===== src/rtl/serial_addsub.sv =====
// Bit-serial N-bit adder/subtractor: operands are latched on start, then one
// full-adder slice with a registered carry processes them LSB-first.
module serial_addsub #(
    parameter int unsigned N = 4
) (
    input  logic         clk,
    input  logic         rst_n,
    input  logic         start,
    input  logic         sub,
    input  logic [N-1:0] A,
    input  logic [N-1:0] B,
    input  logic         Ci,
    output logic         busy,
    output logic         done,
    output logic [N-1:0] S,
    output logic         Co
);

    localparam int unsigned     CW       = (N > 1) ? $clog2(N) : 1;
    localparam logic [CW-1:0]   LAST_BIT = CW'(N - 1);

    typedef enum logic {
        IDLE,
        RUN
    } state_t;

    state_t         state_q, state_d;
    logic [N-1:0]   a_q, a_d;
    logic [N-1:0]   b_q, b_d;
    logic [N-1:0]   res_q, res_d;
    logic [N-1:0]   s_q, s_d;
    logic [CW-1:0]  cnt_q, cnt_d;
    logic           sub_q, sub_d;
    logic           carry_q, carry_d;
    logic           co_q, co_d;
    logic           done_q, done_d;

    logic           b_eff;
    logic           sum_bit;
    logic           carry_next;
    logic [N-1:0]   res_next;

    // Subtraction reuses the adder slice: A + ~B + ~borrow_in, with the
    // carry-out inverted back into a borrow at the end.
    assign b_eff      = b_q[0] ^ sub_q;
    assign sum_bit    = a_q[0] ^ b_eff ^ carry_q;
    assign carry_next = (a_q[0] & b_eff) | (a_q[0] & carry_q) | (b_eff & carry_q);
    assign res_next   = (res_q >> 1) | (N'(sum_bit) << (N - 1));

    always_ff @(posedge clk or negedge rst_n) begin
        if (!rst_n) begin
            state_q <= IDLE;
            a_q     <= '0;
            b_q     <= '0;
            res_q   <= '0;
            s_q     <= '0;
            cnt_q   <= '0;
            sub_q   <= 1'b0;
            carry_q <= 1'b0;
            co_q    <= 1'b0;
            done_q  <= 1'b0;
        end else begin
            state_q <= state_d;
            a_q     <= a_d;
            b_q     <= b_d;
            res_q   <= res_d;
            s_q     <= s_d;
            cnt_q   <= cnt_d;
            sub_q   <= sub_d;
            carry_q <= carry_d;
            co_q    <= co_d;
            done_q  <= done_d;
        end
    end

    always_comb begin
        state_d = state_q;
        a_d     = a_q;
        b_d     = b_q;
        res_d   = res_q;
        s_d     = s_q;
        cnt_d   = cnt_q;
        sub_d   = sub_q;
        carry_d = carry_q;
        co_d    = co_q;
        done_d  = 1'b0;

        case (state_q)
            IDLE: begin
                if (start) begin
                    a_d     = A;
                    b_d     = B;
                    sub_d   = sub;
                    carry_d = Ci ^ sub;
                    cnt_d   = '0;
                    res_d   = '0;
                    state_d = RUN;
                end
            end
            RUN: begin
                a_d     = a_q >> 1;
                b_d     = b_q >> 1;
                res_d   = res_next;
                carry_d = carry_next;
                cnt_d   = cnt_q + CW'(1);
                // Results are published only on the final bit so S/Co stay frozen during RUN.
                if (cnt_q == LAST_BIT) begin
                    s_d     = res_next;
                    co_d    = carry_next ^ sub_q;
                    done_d  = 1'b1;
                    state_d = IDLE;
                end
            end
            default: state_d = IDLE;
        endcase
    end

    always_comb begin
        busy = (state_q == RUN);
        done = done_q;
        S    = s_q;
        Co   = co_q;
    end

endmodule


===== config.mk =====
export PLATFORM = sky130hd
export DESIGN_NAME = serial_addsub
export DESIGN_NICKNAME = d
export VERILOG_FILES = /design/src/rtl/serial_addsub.sv
export SDC_FILE = /design/constraint.sdc
export NUM_CORES = 1
export LEC_CHECK = 0
export BUFFER_PORTS_ARGS = -buffer_cell sky130_fd_sc_hd__buf_2
export CORE_ASPECT_RATIO = 1.5
export CORE_MARGIN = 2
export CORE_UTILIZATION = 31
export DETAILED_ROUTE_END_ITERATION = 12
export GPL_ROUTABILITY_DRIVEN = 1
export PLACE_DENSITY = 0.49
export SLEW_MARGIN = 20
export SYNTH_ARGS = -nofsm -noshare
export SYNTH_HDL_FRONTEND = slang
export SYNTH_SLANG_ARGS = --single-unit

===== constraint.sdc =====
create_clock -name clk -period 1.8 [get_ports clk]
set_input_delay 0.18 -clock clk [delete_from_list [all_inputs] [get_ports clk]]
set_output_delay 0.18 -clock clk [all_outputs]
set_load 0.05 [all_outputs]

After elaboration in Yosys (flattened, before gate mapping)

Cells that the tools add are included.
W data, S select, Z words.

Equality and inequality tests: 2
Bitwise logic cells: 12
Reduce and logical (&&, ||, !) cells: 2
$add $sub $neg: 1
Multiplexer cells: 15

Operators with widths:

| kind                  | count |
|---|---|
| $pmux W4 S2           | 3 |
| $mux W4               | 3 |
| $mux W1               | 5 |
| $xor A1 B1 Y1         | 5 |
| $or A3 B4 Y4          | 1 |
| $pmux W1 S2           | 2 |
| $pmux W2 S2           | 1 |
| $reduce_and A2 Y1     | 2 |
| $and A1 B1 Y1         | 3 |
| $add A2 B1 Y2 const B | 1 |
| $eq A2 B2 Y1 const B  | 1 |
| $mux W2               | 1 |
| $ne A2 B2 Y1 const B  | 1 |
| $or A1 B1 Y1          | 2 |
| $not A1 Y1            | 1 |

Input bits: 13
Register bits after elaboration: 23
Output and inout bits: 7
Logic and storage cells: 42

Logic depth before layout (Yosys ltp)

Depth in word-level cells: 5
Mapped depth: 4
Depth with buffers taken out: 4

Worst setup path before layout

OpenSTA, ideal clock, no wires.

Kind: register to register
Start point: register sub_q
End point: register co_q, in the netlist Co
Path buffers: 0
Library setup time: 0.125 ns
Cell stages (with the launch flop): 5
Arrival time: 1.289 ns
Setup slack: 0.386 ns
Clock period less this slack: 1.414 ns
Required time: 1.675 ns
Cells stage by stage: dfrtp_1 > xnor2_1 > fa_1 > xnor2_1 > mux2_4

Longest elaborated chain between the ends: 5
Elaborated cells on any way between the ends: 6
Those cells by class: bitwise (6)

Ends and longest elaborated chain:

| what                       | RTL line | source |
|---|---|---|
| start: declaration         | 33       | `logic sub_q, sub_d;` |
| start signal: assignment   | 69       | `sub_q <= sub_d;` |
| $xor A1 B1 Y1              | 45       | `assign b_eff = b_q[0] ^ sub_q;` |
| $and A1 B1 Y1              | 47       | `assign carry_next = (a_q[0] & b_eff) \| (a_q[0] & carry_q) \| (b_eff & carry_q);` |
| $or A1 B1 Y1 (2 in series) | 47       |  |
| $xor A1 B1 Y1 *            | 109      | `co_d = carry_next ^ sub_q;` |
| end signal: assignment     | 71       | `co_q <= co_d;` |
| end: declaration           | 35       | `logic co_q, co_d;` |

Mark *: on every way between the ends. The rest lies on a longest branch, timed or not.
A chain may end at the register's enable or synchronous reset.

Final worst setup path

Ends and elaborated chain as after synthesis.

==> run metrics <==
crit-path max FO=3; Synth cell types=19; FF-to-FF setup slack=330 ps; cell leakage power=0.000580 uW; Non-Filler Instances=136; crit path max-delay cell type=dfrtp_1; status=completed; M3 GR Usage=1.23%; hold crit path type=input pin to flip-flop; f_max=0.679 GHz; share of cells above drive strength 1=33.0%; CP cell instances=xnor2_1 -> fa_1 -> xnor2_1 -> mux2_4; Final Worst Setup Slack=327 ps; Final HPWL DP=1210 microns; Max transition margin=68.7%; DP Cell Count=132; number of synthesized register bits=22; RSZ-0062 raised after global routing=false; hold path start=B[3]; CTS root buf=clkbuf_8; antenna viol nets, final=0; total of max-cap violations=0; hold_buf cts=1; share of total power in sequential cells=40.7%; worst path required time=1940 ps; WL final=1540 microns; core area=2940 sq um; Layout area overhead=20.0%; clock group share of total power=13.7%; busiest grt layer=met2; total grt overflow=0; Worst Hold Path EP=b_q[3]; worst hold stages=3; die span in x=49.5 microns; crit share post-route=81.8%; vias in the first global route=641; worst path arrival time=1610 ps; Crit path top cell by count=xnor2_1; post-CTS setup buffers=0; Die Area=3570 sq um; most frequent cells in the layout=dfrtp_1 (22), buf_2 (19), mux2i_1 (9); Net Sw Frac=38.8%; Mapped Cells=75; R2R cell count=4; area of the multi-input gates=379 sq um; RR Endpoint=Co; DR pass1 iterations=3; # setup viols final=0; Fin. Hold Viols=0; antenna cells=0; worst vdd ir=0.000685 V; drt via density=4.49; Reg area=551 sq um; delay-heaviest family, CP=flip-flops; Min Clock Period, post-route=1470 ps; final net count=114; Placer Congestion=0.593; CP peak stage delay=410 ps; Int Pwr=1280 uW; Worst-Margin Slew=469 ps; pre-CTS setup slack=332 ps; kind of critical path=flip-flop to flip-flop; Post-Syn Area=962 sq um; row cnt=24; syn nets=90; CTS tree=yes; WL per Instance=11.3 microns; first-pass GRT wire length=2750 microns; Clk Latency, worst-skew pair=250 ps; FILL cells=316; Seq/Total Area, Yosys=57.2%; gr usage total=9.51%; leading cell type in the layout, fill and taps excluded=dfrtp_1; startpoint types=flip-flop; Slew Limit Fails=0; I/O pins=20; crit end category=flip-flop; met2 Use GR=17.0%; drt drc=0; # clock sinks=22; Worst-path clk slew=70 ps; CP Buf/Inv Count=0; CTS H-Tree Depth=1; r2r startpoint=sub_q; CTS resizes=0; Die Y=72.2 microns; pwr dens=1810 nW/um^2; total number of vias=610; CTS Buf Count=3; clk_skew=1.52 ps; Power Total=2090 uW; drt initial violations=2; Initial Utilization=32.7%; Clock Tree Buf Depth=2; Fin Setup TNS=0 ps; met1 Use GR=12.4%; Comb pwr share=45.6%; Syn. warnings=0; IO buf count=19; largest net degree at the start of global routing=23; antenna violations before repair=0; Net Switching=812 uW; Avg Synthesized Cell Area=12.8 sq um
==> synthesized netlist by cell type (all sizes together) <==
master  count  area (sq um)
fa          1          20.0
xnor2       3          26.3
inv         4          15.0
a21oi       1          5.00
nor2        3          11.3
mux2i       9          90.1
mux2        6          86.3
ha          1          12.5
nand2       7          28.8
o21ai       6          30.0
or2         1          6.26
buf         3          17.5
dfrtp      22           551
o221ai      1          8.76
a22o        4          35.0
nand2b      3          18.8
==> power groups by stage <==
stage          Sequential (uW)  Combinational [uW]  Clock [uW]
6_report                   851                 955         286
5_1_grt                    876                1040         317
4_1_cts                    859                 974         296
3_5_place_dp               868                 973           0
3_3_place_gp               860                 946           0
2_1_floorplan             1070                 544           0
==> worst reg2reg max path, cell delays in order (launching register included) <==
cell	delay (ps)
dfrtp_1	410
xnor2_1	150
fa_1	400
xnor2_1	140
mux2_4	260
==> routing by layer <==
layer	up-vias	wire (microns)
li1	297	-
met1	299	691
met2	14	782
met3	0	63
met4	0	0
met5	-	0
==> flip-flops by register name, summed over array words and instances (netlist names) <==
register,cells
sub_q,1
a_q,4
Co,1
S,4
b_q,4
res_q,3
done,1
cnt_q,2
busy,1
carry_q,1
==> final cells by class <==
cell class	instances	share of cell area (%)
tap	39	4.23
inverter	4	1.30
timing repair buffer	22	10.4
multi-input combinational	46	32.8
clock buffer	3	3.58
sequential	22	47.7
==> cell families after synthesis <==
family                   synth area share (%)
AO/OA/AOI/OAI                            8.19
XOR/XNOR                                 2.73
adder cells (fa/ha/maj)                  3.38
buffers and inverters                    3.38
flip-flops                               57.2
multiplexers                             18.3
AND/OR/NAND/NOR                          6.76
==> worst max path at each step <==
stage                     endpoint  cells after the start  slack (ps)  start
after floorplan                 Co                      4         390  sub_q
after global placement          Co                      4         370  sub_q
after detailed placement        Co                      4         330  sub_q
after CTS                       Co                      4         320  sub_q
after global routing            Co                      4         290  sub_q
final                           Co                      4         330  sub_q
==> stage by stage <==
step                hold WS (ps)  cell area, sq um  util (%)
finish                       170              1150      39.2
global route                 207              1150      39.2
CTS                          168              1150      39.2
detailed placement           167              1100      37.5
global placement             178              1100      37.5
floorplan                   -116               962         -
No activity file was read; power rests on OpenSTA's default activity.
